--- src/rtl/dmem_arbiter.sv ---
// Round-robin arbiter/sequencer sharing one single-port data memory between
// the pipeline MEM stage (port 0) and a debug/load port (port 1).
module dmem_arbiter #(
  parameter int unsigned MEM_WORDS = 64
) (
  input  logic        clk,
  input  logic        reset_n,
  input  logic        req0_valid,
  input  logic        req0_write,
  input  logic [31:0] req0_addr,
  input  logic [31:0] req0_wdata,
  output logic        req0_ready,
  output logic        resp0_valid,
  output logic [31:0] resp0_rdata,
  output logic        resp0_err,
  input  logic        req1_valid,
  input  logic        req1_write,
  input  logic [31:0] req1_addr,
  input  logic [31:0] req1_wdata,
  output logic        req1_ready,
  output logic        resp1_valid,
  output logic [31:0] resp1_rdata,
  output logic        resp1_err,
  output logic        mem_read,
  output logic        mem_write,
  output logic [31:0] mem_address,
  output logic [31:0] mem_write_data,
  input  logic [31:0] mem_read_data
);

  localparam int unsigned AW = 32;
  localparam logic [AW-1:0] WORD_LIMIT = AW'(MEM_WORDS);

  typedef enum logic [1:0] {IDLE, ACCESS, RESP} state_e;

  state_e          state_q, state_d;
  logic            last_grant_q, last_grant_d;
  logic            win_q, win_d;
  logic            op_q, op_d;
  logic            err_q, err_d;
  logic [AW-1:0]   addr_q, addr_d;
  logic [AW-1:0]   wdata_q, wdata_d;
  logic [1:0]      resp_valid_q, resp_valid_d;
  logic [1:0]      resp_err_q, resp_err_d;
  logic [AW-1:0]   resp0_rdata_q, resp0_rdata_d;
  logic [AW-1:0]   resp1_rdata_q, resp1_rdata_d;

  logic            any_req;
  logic            pick1;
  logic            sel_write;
  logic [AW-1:0]   sel_addr;
  logic [AW-1:0]   sel_wdata;
  logic            sel_err;
  logic [AW-1:0]   load_data;

  // On a tie the requester not served last wins; otherwise the lone requester.
  assign any_req   = req0_valid | req1_valid;
  assign pick1     = (req0_valid & req1_valid) ? ~last_grant_q : req1_valid;
  assign sel_write = pick1 ? req1_write : req0_write;
  assign sel_addr  = pick1 ? req1_addr  : req0_addr;
  assign sel_wdata = pick1 ? req1_wdata : req0_wdata;
  assign sel_err   = (sel_addr[1:0] != 2'b00) | ((sel_addr >> 2) >= WORD_LIMIT);
  assign load_data = (~op_q & ~err_q) ? mem_read_data : '0;

  always_ff @(posedge clk or negedge reset_n) begin
    if (!reset_n) begin
      state_q       <= IDLE;
      last_grant_q  <= 1'b1;
      win_q         <= 1'b0;
      op_q          <= 1'b0;
      err_q         <= 1'b0;
      addr_q        <= '0;
      wdata_q       <= '0;
      resp_valid_q  <= '0;
      resp_err_q    <= '0;
      resp0_rdata_q <= '0;
      resp1_rdata_q <= '0;
    end else begin
      state_q       <= state_d;
      last_grant_q  <= last_grant_d;
      win_q         <= win_d;
      op_q          <= op_d;
      err_q         <= err_d;
      addr_q        <= addr_d;
      wdata_q       <= wdata_d;
      resp_valid_q  <= resp_valid_d;
      resp_err_q    <= resp_err_d;
      resp0_rdata_q <= resp0_rdata_d;
      resp1_rdata_q <= resp1_rdata_d;
    end
  end

  always_comb begin
    state_d        = state_q;
    last_grant_d   = last_grant_q;
    win_d          = win_q;
    op_d           = op_q;
    err_d          = err_q;
    addr_d         = addr_q;
    wdata_d        = wdata_q;
    resp_valid_d   = resp_valid_q;
    resp_err_d     = resp_err_q;
    resp0_rdata_d  = resp0_rdata_q;
    resp1_rdata_d  = resp1_rdata_q;
    req0_ready     = 1'b0;
    req1_ready     = 1'b0;
    mem_read       = 1'b0;
    mem_write      = 1'b0;
    mem_address    = '0;
    mem_write_data = '0;
    unique case (state_q)
      IDLE: begin
        if (reset_n && any_req) begin
          req0_ready   = ~pick1;
          req1_ready   = pick1;
          win_d        = pick1;
          op_d         = sel_write;
          addr_d       = sel_addr;
          wdata_d      = sel_wdata;
          err_d        = sel_err;
          last_grant_d = pick1;
          state_d      = ACCESS;
        end
      end
      ACCESS: begin
        // Erroneous requests present the address but never strobe the memory.
        mem_address    = addr_q;
        mem_write_data = wdata_q;
        mem_write      = op_q & ~err_q;
        mem_read       = ~op_q & ~err_q;
        resp_valid_d   = win_q ? 2'b10 : 2'b01;
        resp_err_d     = win_q ? {err_q, 1'b0} : {1'b0, err_q};
        resp0_rdata_d  = win_q ? '0 : load_data;
        resp1_rdata_d  = win_q ? load_data : '0;
        state_d        = RESP;
      end
      RESP: begin
        resp_valid_d  = '0;
        resp_err_d    = '0;
        resp0_rdata_d = '0;
        resp1_rdata_d = '0;
        state_d       = IDLE;
      end
      default: state_d = IDLE;
    endcase
  end

  assign resp0_valid = resp_valid_q[0];
  assign resp1_valid = resp_valid_q[1];
  assign resp0_err   = resp_err_q[0];
  assign resp1_err   = resp_err_q[1];
  assign resp0_rdata = resp0_rdata_q;
  assign resp1_rdata = resp1_rdata_q;

endmodule

--- config.mk ---
export PLATFORM = sky130hd
export DESIGN_NAME = dmem_arbiter
export DESIGN_NICKNAME = d
export VERILOG_FILES = /design/src/rtl/dmem_arbiter.sv
export SDC_FILE = /design/constraint.sdc
export NUM_CORES = 1
export LEC_CHECK = 0
export CAP_MARGIN = 20
export CORE_UTILIZATION = 42
export DETAILED_ROUTE_END_ITERATION = 12
export PLACE_DENSITY = 0.81
export SYNTH_ARGS = -nofsm -noshare
export SYNTH_HDL_FRONTEND = slang
export SYNTH_SLANG_ARGS = --single-unit
--- constraint.sdc ---
create_clock -name clk -period 2.3 [get_ports clk]
set_input_delay 0.46 -clock clk [delete_from_list [all_inputs] [get_ports clk]]
set_output_delay 0.46 -clock clk [all_outputs]
set_load 0.02 [all_outputs]
==> impl_metrics.csv <==
group,metric,value,unit
finish,seq_area,0.003455,sq mm
critical_path,startpoint_type,"register",
detailed_routing,wirelength,19030,um
synthesis,synth.largest_area_cell,"dfrtp_1",
sta,fmax,448.2,MHz
placement,dp_hpwl,13790,um
floorplan,rows,45,
finish,finalInstanceArea,0.01037,sq mm
clocking,cts_max_level,4,
floorplan,coreArea,0.01537,sq mm
critical_path,path_cells,"inv_1 > ha_4 > buf_4 > and2_1 > clkdlybuf4s15_1",
synthesis,synth_top_area_share,0.5140,
synthesis,yosysWarnings,0,
global_route,grt.total_usage,0.2375,
sta,worstMarginPinSlew,855.5,ps
global_route,antenna_found_initial,0,
power_and_ir_drop,leakage,4.620,nW
synthesis,synthCells,662,
critical_path,cpPeakStageDelay,380,ps
sta,rsz0062_at_grt,"false",
synthesis,async_reset_ff_frac,1.000,
power_and_ir_drop,power_density,958.4,mW/mm^2
critical_path,path_class,"register to primary output",
global_route,grt-ovfl-total,0,
job,cap_violations,0,
power_and_ir_drop,power,9.942,mW
sta,hold_ws,179.2,ps
floorplan,dieHeight,128.0,um
clocking,cts-buffers-inserted,17,
critical_path,cp_top_family,"buffers and inverters",
clocking,cts_sinks,138,
placement,placed_cell_area,0.009903,sq mm
status,run_status,"finished clean",
clocking,insertion_delay,410,ps
synthesis,synth.most_common_cell,"dfrtp_1",
global_route,first_global_vias,5820,
detailed_routing,drc,0,
global_route,grt_max_degree,139,
clocking,cts_buffer_depth,2,
placement,port_buffers,301,
critical_path,path_max_fanout,17,
power_and_ir_drop,ir_worst_vdd,0.6061,mV
finish,multi_input_area,0.002723,sq mm
floorplan,boundaryPins,302,
sta,fin_crit,2231,ps
floorplan,dieArea,0.01639,sq mm
critical_path,required,1840,ps
critical_path,path_buf_inv,3,
placement,place_congestion,0.8140,
finish,antenna_cells,0,
synthesis,ys_ff_latch,138,
placement,dp_slack,-123.1,ps
synthesis,synth.avg_cell_area,10.08,sq um
synthesis,ys_seq_area_frac,0.5179,
synthesis,syn_area,0.006670,sq mm
sta,postLayoutSetupSlackWorst,69.08,ps
critical_path,crit_path_top_delay_cell,"dfrtp_1",
clocking,cts_tree,"built",
synthesis,synth_edf_count,0,
sta,fin_worst_skew,10.56,ps
detailed_routing,ant_nets,0,
detailed_routing,wl_per_cell,16.15,um
worst_hold_path,min_path_type,"primary input to async pin",
synthesis,synth_commonest_cells,"dfrtp_1 (137), nand2_1 (97), inv_1 (72)",
clocking,root_buffer,"clkbuf_16",
sta,period_share,0.9700,
sta,setup-tns-final,0,ps
floorplan,die_w,128.0,um
critical_path,cp-end-kind,"primary output",
sta,setup_viol,0,
finish,areaGrowthSynthToFinish,55.52,%
finish,fin_nets,1123,
sta,slew_headroom,0.4296,
sta,maxSlewViolCount,0,
clocking,path_clk_slew,60,ps
detailed_routing,drtIter0Drc,276,
sta,hold_viol_final,0,
detailed_routing,via_per_inst,4.936,
global_route,grt_pass1_wl,29780,um
synthesis,synth_top_flop_cell,"dfrtp_1",
synthesis,synth_nets,831,
detailed_routing,via_count,5815,
synthesis,ys_top_cells_by_area,"dfrtp_1 (51%), mux2i_1 (9.8%), and2_1 (6.0%)",
critical_path,arrival,1770,ps
finish,num-fill-cells,1224,
finish,layout-drive-gt1-share,0.1241,
synthesis,ys_types,36,
detailed_routing,drtPass1Iterations,4,
floorplan,start_util,0.4339,
## what timing repair did
item	CTS	global route
resized for setup	79	68
endpoints found under the setup margin	68	49
setup buffers	0	0
hold buffers	0	0
gates cloned	0	0
## area by class of cell
| type | instances | share of cell area |
|---|---|---|
| well taps | 211 | 0.02545 |
| clock buffers | 20 | 0.04306 |
| repair buffers | 319 | 0.2943 |
| inverters | 72 | 0.02605 |
| clock inverters | 12 | 0.01568 |
| flip-flops and latches | 138 | 0.3330 |
| multi-input cells | 406 | 0.2625 |
## layer usage
metal / vias to the layer above / part of all wire / track usage
li1: 2820 / - / -
met1: 2749 / 0.39 / 0.2656
met2: 217 / 0.50 / 0.4130
met3: 29 / 0.092 / 0.09015
met4: 0 / 0.017 / 0.08304
met5: - / 0 / 0
## through the flow
step / instances / utilization
floorplan: 662 / -
global placement: 1146 / 0.6443
detailed placement: 1146 / 0.6443
CTS: 1178 / 0.6801
global route: 1178 / 0.6749
finish: 1178 / 0.6749
## registers in the layout (all words and copies together), names as in the netlist
register,cells
wdata_q,32
resp_err_q,2
win_q,1
addr_q,32
resp1_rdata,32
op_q,1
resp_valid_q,2
err_q,1
state_q,2
resp0_rdata,32
last_grant_q,1
## placed cells by master, fill, tap and decap left out, drive strengths merged, types with 3 or more instances in the layout
cell type | Yosys | routed
clkdlybuf4s15 | 0 | 22
dlygate4sd2 | 0 | 18
inv | 72 | 75
clkbuf | 23 | 47
clkinv | 0 | 4
mux2i | 65 | 65
bufinv | 0 | 3
nor2 | 5 | 5
dfrtp | 137 | 137
o21ai | 68 | 68
nand2 | 98 | 98
nor4 | 10 | 10
o22ai | 67 | 67
nor3 | 4 | 4
buf | 23 | 20
ha | 3 | 3
and2 | 64 | 64
clkdlybuf4s50 | 0 | 232
## path summary, 6_finish.rpt
path | start | endpoint | depth (start not counted) | slack (ps)
max in group asynchronous | reset_n | wdata_q[31] | 2 | 1570
min in group clk | wdata_q[22] | wdata_q[22] | 2 | 470
setup reg to reg | state_q[0] | resp1_rdata[22] | 4 | 380
hold reg to reg | wdata_q[22] | wdata_q[22] | 2 | 470
hold / removal | reset_n | addr_q[30] | 2 | 180
setup / recovery | state_q[1] | mem_address[15] | 5 | 70
## cells by family (layout without fill, tap and decap cells)
logic type / Yosys count / in the layout / share of synthesized area
AO/OA/AOI/OAI: 145 / 145 / 0.1551
AND/OR/NAND/NOR: 193 / 193 / 0.1444
multiplexers: 65 / 65 / 0.09754
buffers and inverters: 118 / 423 / 0.07935
adder cells (fa/ha/maj): 3 / 3 / 0.005628
flip-flops: 138 / 138 / 0.5179
## worst reg2reg max path: cells and delay by family (launching register included)
kind            cells  cell delay [ps]
fa+ha+maj           1              340
compound gates      1              300
flops               1              410
buf+inv             2              730
## where the power goes
| part | leakage (nW) | internal [mW] | total [mW] | switching, mW |
|---|---|---|---|---|
| combinational | 2.52 | 1.47 | 3.78 | 2.31 |
| clock | 0.292 | 1.75 | 2.80 | 1.06 |
| sequential | 1.81 | 3.04 | 3.36 | 0.315 |
| total | 4.62 | 6.26 | 9.94 | 3.68 |
Power figures use the tool's default switching activity.
